[src/rtl/alu_pkg.sv]
// alu_pkg: shared widths, ALU function codes and sequencer state encoding
package alu_pkg;
  localparam int DATA_W = 16;
  localparam int FUNC_W = 3;
  localparam int NREG   = 4;
  localparam int REG_AW = 2;
  localparam logic [FUNC_W-1:0] FUNC_ADD = 3'd0;
  localparam logic [FUNC_W-1:0] FUNC_SUB = 3'd1;
  localparam logic [FUNC_W-1:0] FUNC_AND = 3'd2;
  localparam logic [FUNC_W-1:0] FUNC_OR  = 3'd3;
  localparam logic [FUNC_W-1:0] FUNC_NOT = 3'd4;
  localparam logic [FUNC_W-1:0] FUNC_NEG = 3'd5;
  localparam logic [FUNC_W-1:0] FUNC_SHL = 3'd6;
  localparam logic [FUNC_W-1:0] FUNC_SRA = 3'd7;
  typedef enum logic [1:0] {IDLE = 2'd0, EXEC = 2'd1, RESP = 2'd2} state_t;
endpackage

[src/rtl/alu_regfile.sv]
// alu_regfile: two combinational read ports, one write port where writeback beats direct load
module alu_regfile #(
  parameter int DATA_W = 16,
  parameter int NREG   = 4,
  parameter int REG_AW = 2
) (
  input  logic              clk,
  input  logic              reset_n,
  input  logic [REG_AW-1:0] ra0,
  input  logic [REG_AW-1:0] ra1,
  output logic [DATA_W-1:0] rd0,
  output logic [DATA_W-1:0] rd1,
  input  logic              wb_en,
  input  logic [REG_AW-1:0] wb_addr,
  input  logic [DATA_W-1:0] wb_data,
  input  logic              ld_en,
  input  logic [REG_AW-1:0] ld_addr,
  input  logic [DATA_W-1:0] ld_data
);
  logic [DATA_W-1:0] rf [NREG];
  assign rd0 = rf[ra0];
  assign rd1 = rf[ra1];
  // per-entry write: clear on reset, writeback first, then direct load
  always_ff @(posedge clk)
    for (int i = 0; i < NREG; i++)
      if (!reset_n) rf[i] <= '0;
      else if (wb_en && wb_addr == REG_AW'(i)) rf[i] <= wb_data;
      else if (ld_en && ld_addr == REG_AW'(i)) rf[i] <= ld_data;
endmodule

[src/rtl/alu_issue_seq.sv]
// alu_issue_seq: issues register-indexed ops to an external ALU and writes results back
module alu_issue_seq
  import alu_pkg::*;
#(
  parameter int DATA_W = alu_pkg::DATA_W,
  parameter int NREG   = alu_pkg::NREG,
  parameter int REG_AW = alu_pkg::REG_AW,
  parameter int FUNC_W = alu_pkg::FUNC_W
) (
  input  logic              clk,
  input  logic              reset_n,
  input  logic              req_valid,
  output logic              req_ready,
  input  logic [FUNC_W-1:0] req_func,
  input  logic [REG_AW-1:0] req_rs,
  input  logic [REG_AW-1:0] req_rt,
  input  logic [REG_AW-1:0] req_rd,
  input  logic              ld_en,
  input  logic [REG_AW-1:0] ld_addr,
  input  logic [DATA_W-1:0] ld_data,
  output logic [DATA_W-1:0] alu_a,
  output logic [DATA_W-1:0] alu_b,
  output logic [FUNC_W-1:0] alu_func,
  input  logic [DATA_W-1:0] alu_c,
  input  logic              alu_ovf,
  output logic              rsp_valid,
  input  logic              rsp_ready,
  output logic [DATA_W-1:0] rsp_data,
  output logic              rsp_ovf,
  output logic [REG_AW-1:0] rsp_rd,
  output logic              ovf_sticky,
  input  logic              ovf_clear
);
  state_t state, nxt;
  logic [REG_AW-1:0] rd_q;
  logic [DATA_W-1:0] rs_val, rt_val;
  logic accept, wb, ovf_m;
  assign req_ready = state == IDLE || (state == RESP && rsp_ready);
  assign rsp_valid = state == RESP;
  assign accept    = req_valid && req_ready;
  assign wb        = state == EXEC;
  assign ovf_m     = alu_ovf && alu_func <= FUNC_SUB;
  alu_regfile #(.DATA_W(DATA_W), .NREG(NREG), .REG_AW(REG_AW)) u_rf (
    .clk(clk), .reset_n(reset_n),
    .ra0(req_rs), .ra1(req_rt), .rd0(rs_val), .rd1(rt_val),
    .wb_en(wb), .wb_addr(rd_q), .wb_data(alu_c),
    .ld_en(ld_en), .ld_addr(ld_addr), .ld_data(ld_data)
  );
  // next state: IDLE waits for accept, EXEC lasts one cycle, RESP waits for rsp_ready
  always_comb begin
    nxt = state;
    case (state)
      IDLE:    nxt = accept ? EXEC : IDLE;
      EXEC:    nxt = RESP;
      default: nxt = rsp_ready ? (req_valid ? EXEC : IDLE) : RESP;
    endcase
  end
  // state, operand latches at accept, result capture at end of EXEC, sticky overflow
  always_ff @(posedge clk)
    if (!reset_n) begin
      state      <= IDLE;
      alu_a      <= '0;
      alu_b      <= '0;
      alu_func   <= '0;
      rd_q       <= '0;
      rsp_data   <= '0;
      rsp_ovf    <= 1'b0;
      rsp_rd     <= '0;
      ovf_sticky <= 1'b0;
    end else begin
      state      <= nxt;
      ovf_sticky <= (wb && ovf_m) || (ovf_sticky && !ovf_clear);
      if (accept) begin
        alu_a    <= rs_val;
        alu_b    <= rt_val;
        alu_func <= req_func;
        rd_q     <= req_rd;
      end
      if (wb) begin
        rsp_data <= alu_c;
        rsp_ovf  <= ovf_m;
        rsp_rd   <= rd_q;
      end
    end
endmodule

[config.mk]
export PLATFORM = sky130hd
export DESIGN_NAME = alu_issue_seq
export DESIGN_NICKNAME = d
export VERILOG_FILES = /design/src/rtl/alu_pkg.sv /design/src/rtl/alu_regfile.sv /design/src/rtl/alu_issue_seq.sv
export SDC_FILE = /design/constraint.sdc
export NUM_CORES = 1
export LEC_CHECK = 0
export ABC_AREA = 1
export CAP_MARGIN = 20
export CORE_ASPECT_RATIO = 1.2
export CORE_MARGIN = 1.5
export CORE_UTILIZATION = 50
export DETAILED_ROUTE_END_ITERATION = 8
export PLACE_DENSITY = 0.88
export SLEW_MARGIN = 10
export SYNTH_ARGS = -nofsm -noshare
export SYNTH_HDL_FRONTEND = slang
export SYNTH_SLANG_ARGS = --single-unit
[constraint.sdc]
create_clock -name clk -period 2.9 [get_ports clk]
set_input_delay 0.87 -clock clk [delete_from_list [all_inputs] [get_ports clk]]
set_output_delay 0.87 -clock clk [all_outputs]
set_load 0.05 [all_outputs]
# Word-level counts from Yosys, hierarchy flattened
# Memories as Yosys holds them, arrays and structs flattened. A register that Yosys moved wholly into a read port is not among the register bits.
# Cells that the tools add are included.
[classes]
n_lt_le_gt_ge = 1
n_eq_ne = 8
n_mux = 41
bitwise_logic = 8
n_reduce_logical = 21
[op_table]
columns = ["cell", "n"]
rows = [
  ["$mux 16", 8],
  ["$mux 1", 31],
  ["$logic_and 1x1->1", 13],
  ["$eq 2x2->1 const B", 5],
  ["$or 1x1->1", 8],
  ["$eq 2x1->1 const B", 3],
  ["$logic_not 2->1", 3],
  ["$pmux 2 s2", 1],
  ["$le 3x1->1 const B", 1],
  ["$logic_not 1->1", 3],
  ["$logic_or 1x1->1", 2],
  ["$mux 2", 1],
]
[word_totals]
reg_bits = 27
mem_bits_rw = 64
in_bits = 50
wordCells = 87
mem_count = 1
[mem_list]
columns = ["memory", "words", "width", "rd", "rd_clocked_by_memory_dff", "wr", "line_no", "rtl"]
rows = [
  ["u_rf.rf", 4, 16, 2, 2, 4, "alu_regfile.sv:20", "logic [DATA_W-1:0] rf [NREG];"],
]

# Depth between registers and ports, before layout
[depth]
ltp_word = 7
mapped_depth = 8
depth_no_buf = 7

# Modules after synthesis
# A second synthesis with hierarchy kept.
[unflattened]
hier_cells = 941
area_unflattened_um2 = 6670.1
[by_module_without_submodules]
columns = ["mod", "n_inst", "cells_per_inst", "area_each_um2", "seq_area_each_um2"]
rows = [
  ["alu_regfile", 1, 527, 3937.5, 1921.8],
  ["alu_issue_seq", 1, 414, 2732.6, 1181.1],
]

# Least setup slack after synthesis
# No wires, ideal clock.
[synth_path]
path_kind = "input -> output"
startpoint = "in rsp_ready"
endpoint = "out req_ready"
arrival_time_ps = 1543
required_time_ps = 2030
setup_slack_ps = 487
cell_stages = 2
path_buffers = 0
path_cell_list = "nor2_1 > nor2_1"
[synth_between]
elab_chain_len = 2
[synth_lines]
columns = ["element", "line_no", "rtl"]
rows = [
  ["start, declared", "alu_issue_seq.sv:27", "input logic rsp_ready,"],
  ["$logic_and 1x1->1", "alu_issue_seq.sv:38", "assign req_ready = state == IDLE || (state == RESP && rsp_ready);"],
  ["$logic_or 1x1->1", "alu_issue_seq.sv:38", ""],
  ["end, declared", "alu_issue_seq.sv:13", "output logic req_ready,"],
]
# No other way between the ends.

# Final worst setup path
[layout_path]
startpoint = "reg state[1]"
endpoint = "out rsp_valid"
[layout_between]
elab_chain_len = 1
[layout_lines]
columns = ["element", "line_no", "rtl"]
rows = [
  ["start, declared", "alu_issue_seq.sv:34", "state_t state, nxt;"],
  ["start signal, assigned", "alu_issue_seq.sv:71", "state <= nxt;"],
  ["$eq 2x2->1", "alu_issue_seq.sv:39", "assign rsp_valid = state == RESP;"],
  ["end, declared", "alu_issue_seq.sv:26", "output logic rsp_valid,"],
]
# No other way between the ends.

==> results.md <==
- For this run the aggregate overflow at the end of global routing stands at 0.
- The internal power summed over all cells is 3.546 mW.
- The number of flip-flops and latches in the synthesized netlist is 123.
- Sequential cells burn 41.1% of the power.
- The clock net sink count is 123.
- The first detailed-routing pass ran for 5 iterations.
- The H-tree generated during clock tree synthesis spans 4 levels.
- The net switching power of the design is 1.409 mW.
- The number of buffers and inverters on the critical path is 2.
- After clock tree synthesis, the repair step resized 0 gates.
- The library cell contributing the largest single delay on the critical path is clkdlybuf4s50_1.
- The first-pass GRT wire length is about 27000 µm.
- STA classifies the critical path endpoint as an output pin.
- The number of global-route vias before repair is between 5000 and 6000.
- The most common cell after layout, fill and taps aside is nand2_1.
- The count of inserted antenna diode cells is 0.
- After synthesis, the mean cell area works out to 7.263 µm².
- The depth of the worst register-to-register path is 7.
- The number of cells on the worst hold path is 2.
- IR analysis of the VDD net gives a maximum drop of between 0.4 and 0.5 mV.
- Setup repair after global routing left no endpoint under its margin.
- The worst hold path terminates at ovf_sticky.
- The mapped netlist covers roughly 6300 µm².
- The starting density of the core is between 50% and 60%.
- The worst-skew pair later-pin latency is between 0.4 and 0.5 ns.
- Entering global routing, the biggest net connects 47 pins.
- The setup path with the least slack is of type reg2out.
- From bottom edge to top edge, the die measures ~130 µm.
- The number of antenna violations at the first check in global routing came to 0.
- The number of hold violations in the final report is 0.
- The layout cell share with drive strength beyond 1 is under 10%.
- The power density normalized to cell area is about 620 nW/µm².
- The number of nets with antenna violations after detailed routing is 0.
- In this run the critical register-to-register path is launched from state[0].
- Walking the worst path, the cells encountered are inv_2 > nor2_1 > clkdlybuf4s50_1.
- The remaining max-slew budget at the tightest pin is 62.16%.
- The switching share of power is 28.44%.
- The number of distinct library cell variants in the gate-level netlist after synthesis is 26.
- On the worst path, the slowest cell contributes a delay of 0.81 ns.
- The number of max-slew violations in the final report is 0.
- The slew at the pin closest to its max-slew limit is around 0.57 ns.
- The sum of internal, switching and leakage power is about 5 mW.
- The final layout contains routed wiring with a total length of about 16000 µm.
- Hold timing on the final database bottoms out at a slack of 0.4677 ns.
- The routed length per instance is around 14 µm.
- In the routed design, unresolved DRC markers number 0.
- The core area is roughly 12000 µm².
- The hold buffer count at cts is 0.
- The required time of the critical path is 2.03 ns.
- The net count of the finished layout is about 1000.
- Across the run, the number of max-cap violations was 0.
- The die is 105.6 µm wide.
- The maximum fanout along the worst path is 3.
- The area growth from synthesis to layout is 27.51%.
- The analysis attributes to cell leakage a power of 3.736 nW.
- The total setup violations reported at the end of the flow is 0.
- The Yosys warning count is 0.
- Buffers placed on the I/O ports in this run total roughly 110.
- Global routing used 25.36% of the available tracks.
- The worst-case clock skew is 0.007346 ns.
- Dividing the detail-routed via count by the number of cells gives approximately 5.3.
- The setup slack of the most critical reg-to-reg path is 1.07 ns.
- During I/O placement, the number of pins put on the boundary was approximately 110.
- The die covers around 13000 µm².
- The critical hold path startpoint is ovf_sticky.
- The worst setup path is launched from a flip-flop.
- Derived from the worst setup path, the maximum achievable clock frequency is about 380 MHz.
- The clock network burns around two fifths of the power.
- The number of nets in the synthesized netlist is 920.
- The number of vias in the routed layout is approximately 6000.
- The clock-pin slew on the worst setup and hold paths is roughly 0.05 ns.
- The total CTS buffers is 17.
- The maximum buffer depth of the clock tree is 2.
- TritonCTS built the clock tree.
- The number of standard cells after synthesis is 870.
- The class of the tightest hold or removal check is reg2reg.
- The arrival time reported for the critical path endpoint is roughly 1.8 ns.
- The run finished with clean final reports.
- The setup TNS after final layout is 0 ns.
- The worst register-to-register path ends at u_rf.rf[2][6].
- The tree is rooted in a clkbuf_16.
- The detailed placer's ending HPWL is roughly 11000 µm.
- The post-route fraction of the period consumed by the critical path is 91.54%.
- For this block, the initial DRC count from the detailed router was about 550.
- The worst path needs approximately 2.7 ns of the cycle, external delays included.
- At the end of routability-driven placement, the weighted congestion stood at 0.9242.
- Combinational logic burns about a fifth of the power.
- The floorplan has 44 rows.
- The sequential-to-total area share from yosys stat is roughly half.
- The top cell types in the final layout, fill and taps aside, are nand2_1, inv_1, nor2_1, clkdlybuf4s50_1, nand3_1.
- The family with the most delay on the worst path is buffers and inverters.
- The number of setup buffers added after CTS is 0.
[routing by layer]
layer  share of wire, %  GRT usage [%]  vias to the layer above  routed length (µm)
li1                   -              -                     2971                   -
met1                 41          31.18                     2675                6662
met2                 48          42.60                      371                7738
met3                9.0          5.745                       47                1464
met4                2.5          11.37                        0                 413
met5                  0              0                        -                   0
[layout make-up]
cell class | count | area, µm²
flip-flops and latches | 123 | 3103
repair buffers | 124 | 1201
clock buffers | 25 | 496.7
well taps | 161 | 201.4
fillers | 968 | 4165
multi-input cells | 586 | 2571
clock inverters | 7 | 62.56
inverters | 112 | 420.4
[through the flow]
stage	setup slack, ns	std cells	cell area, µm²	utilization (%)
6_report	0.2454	1138	8056	65.92
5_1_grt	0.1490	1138	8056	65.92
4_1_cts	0.2313	1138	8056	65.92
3_5_place_dp	0.2753	1106	7497	61.34
3_3_place_gp	0.3057	1106	7497	61.34
2_1_floorplan	0.4871	870	6319	-
[Yosys cell counts]
library cell | count | area (µm²)
o21ai_0 | 28 | 140.1
nand2_2 | 3 | 18.77
nor2_4 | 4 | 45.04
buf_6 | 1 | 11.26
nor2_2 | 4 | 25.02
nor2_1 | 104 | 390.4
buf_1 | 2 | 7.510
inv_2 | 5 | 18.77
inv_1 | 107 | 401.6
dfxtp_1 | 59 | 1181
nand4_1 | 18 | 112.6
buf_4 | 2 | 15.01
nand3_2 | 3 | 30.03
a211oi_1 | 1 | 7.510
nand3_1 | 77 | 385.4
nand3b_1 | 1 | 7.510
o22ai_1 | 16 | 100.1
a21oi_1 | 24 | 120.1
nor3_1 | 1 | 5.000
clkbuf_1 | 24 | 90.09
o21ai_1 | 25 | 125.1
nand2_1 | 275 | 1032
edfxtp_1 | 64 | 1922
nor3_2 | 1 | 10.01
a21oi_4 | 1 | 16.27
buf_2 | 20 | 100.1
[logic make-up (layout without fill, tap and decap cells)]
| group | count (synthesis) | in the layout | share of synthesized area, % |
|---|---|---|---|
| simple gates | 491 | 491 | 32.63 |
| buf+inv | 161 | 268 | 10.20 |
| flops | 123 | 123 | 49.11 |
| compound gates | 95 | 95 | 8.060 |
[power by group through the flow]
stage / clock network (mW) / logic, mW / registers (mW)
4_1_cts: 2.01 / 0.914 / 2.03
6_report: 2.00 / 0.921 / 2.03
2_1_floorplan: 0 / 0.374 / 2.27
3_5_place_dp: 0 / 0.903 / 2.07
3_3_place_gp: 0 / 0.890 / 2.06
5_1_grt: 2.09 / 0.994 / 2.05
[state kept, by name, indices dropped and copies added, names as in the netlist]
| register | flops |
|---|---|
| alu_func | 3 |
| ovf_sticky | 1 |
| u_rf.rf | 64 |
| rsp_data | 16 |
| rd_q | 2 |
| alu_a | 16 |
| alu_b | 16 |
| rsp_rd | 2 |
| state | 2 |
| rsp_ovf | 1 |
[worst max-delay path by stage]
stage	startpoint	end	cells after the start
global route	state[1]	rsp_valid	3
CTS	state[1]	rsp_valid	3
global placement	rsp_ready	req_ready	4
floorplan	rsp_ready	req_ready	2
finish	state[1]	rsp_valid	3
detailed placement	rsp_ready	req_ready	4
[tightest hold or removal path, delay by kind of cell, from the launching register on]
| family | cells | cell delay [ns] |
|---|---|---|
| DFF | 1 | 0.30 |
| and+or+nand+nor | 1 | 0.06 |
| AOI/OAI and AO/OA | 1 | 0.06 |
(Power assumes the default switching activity.)
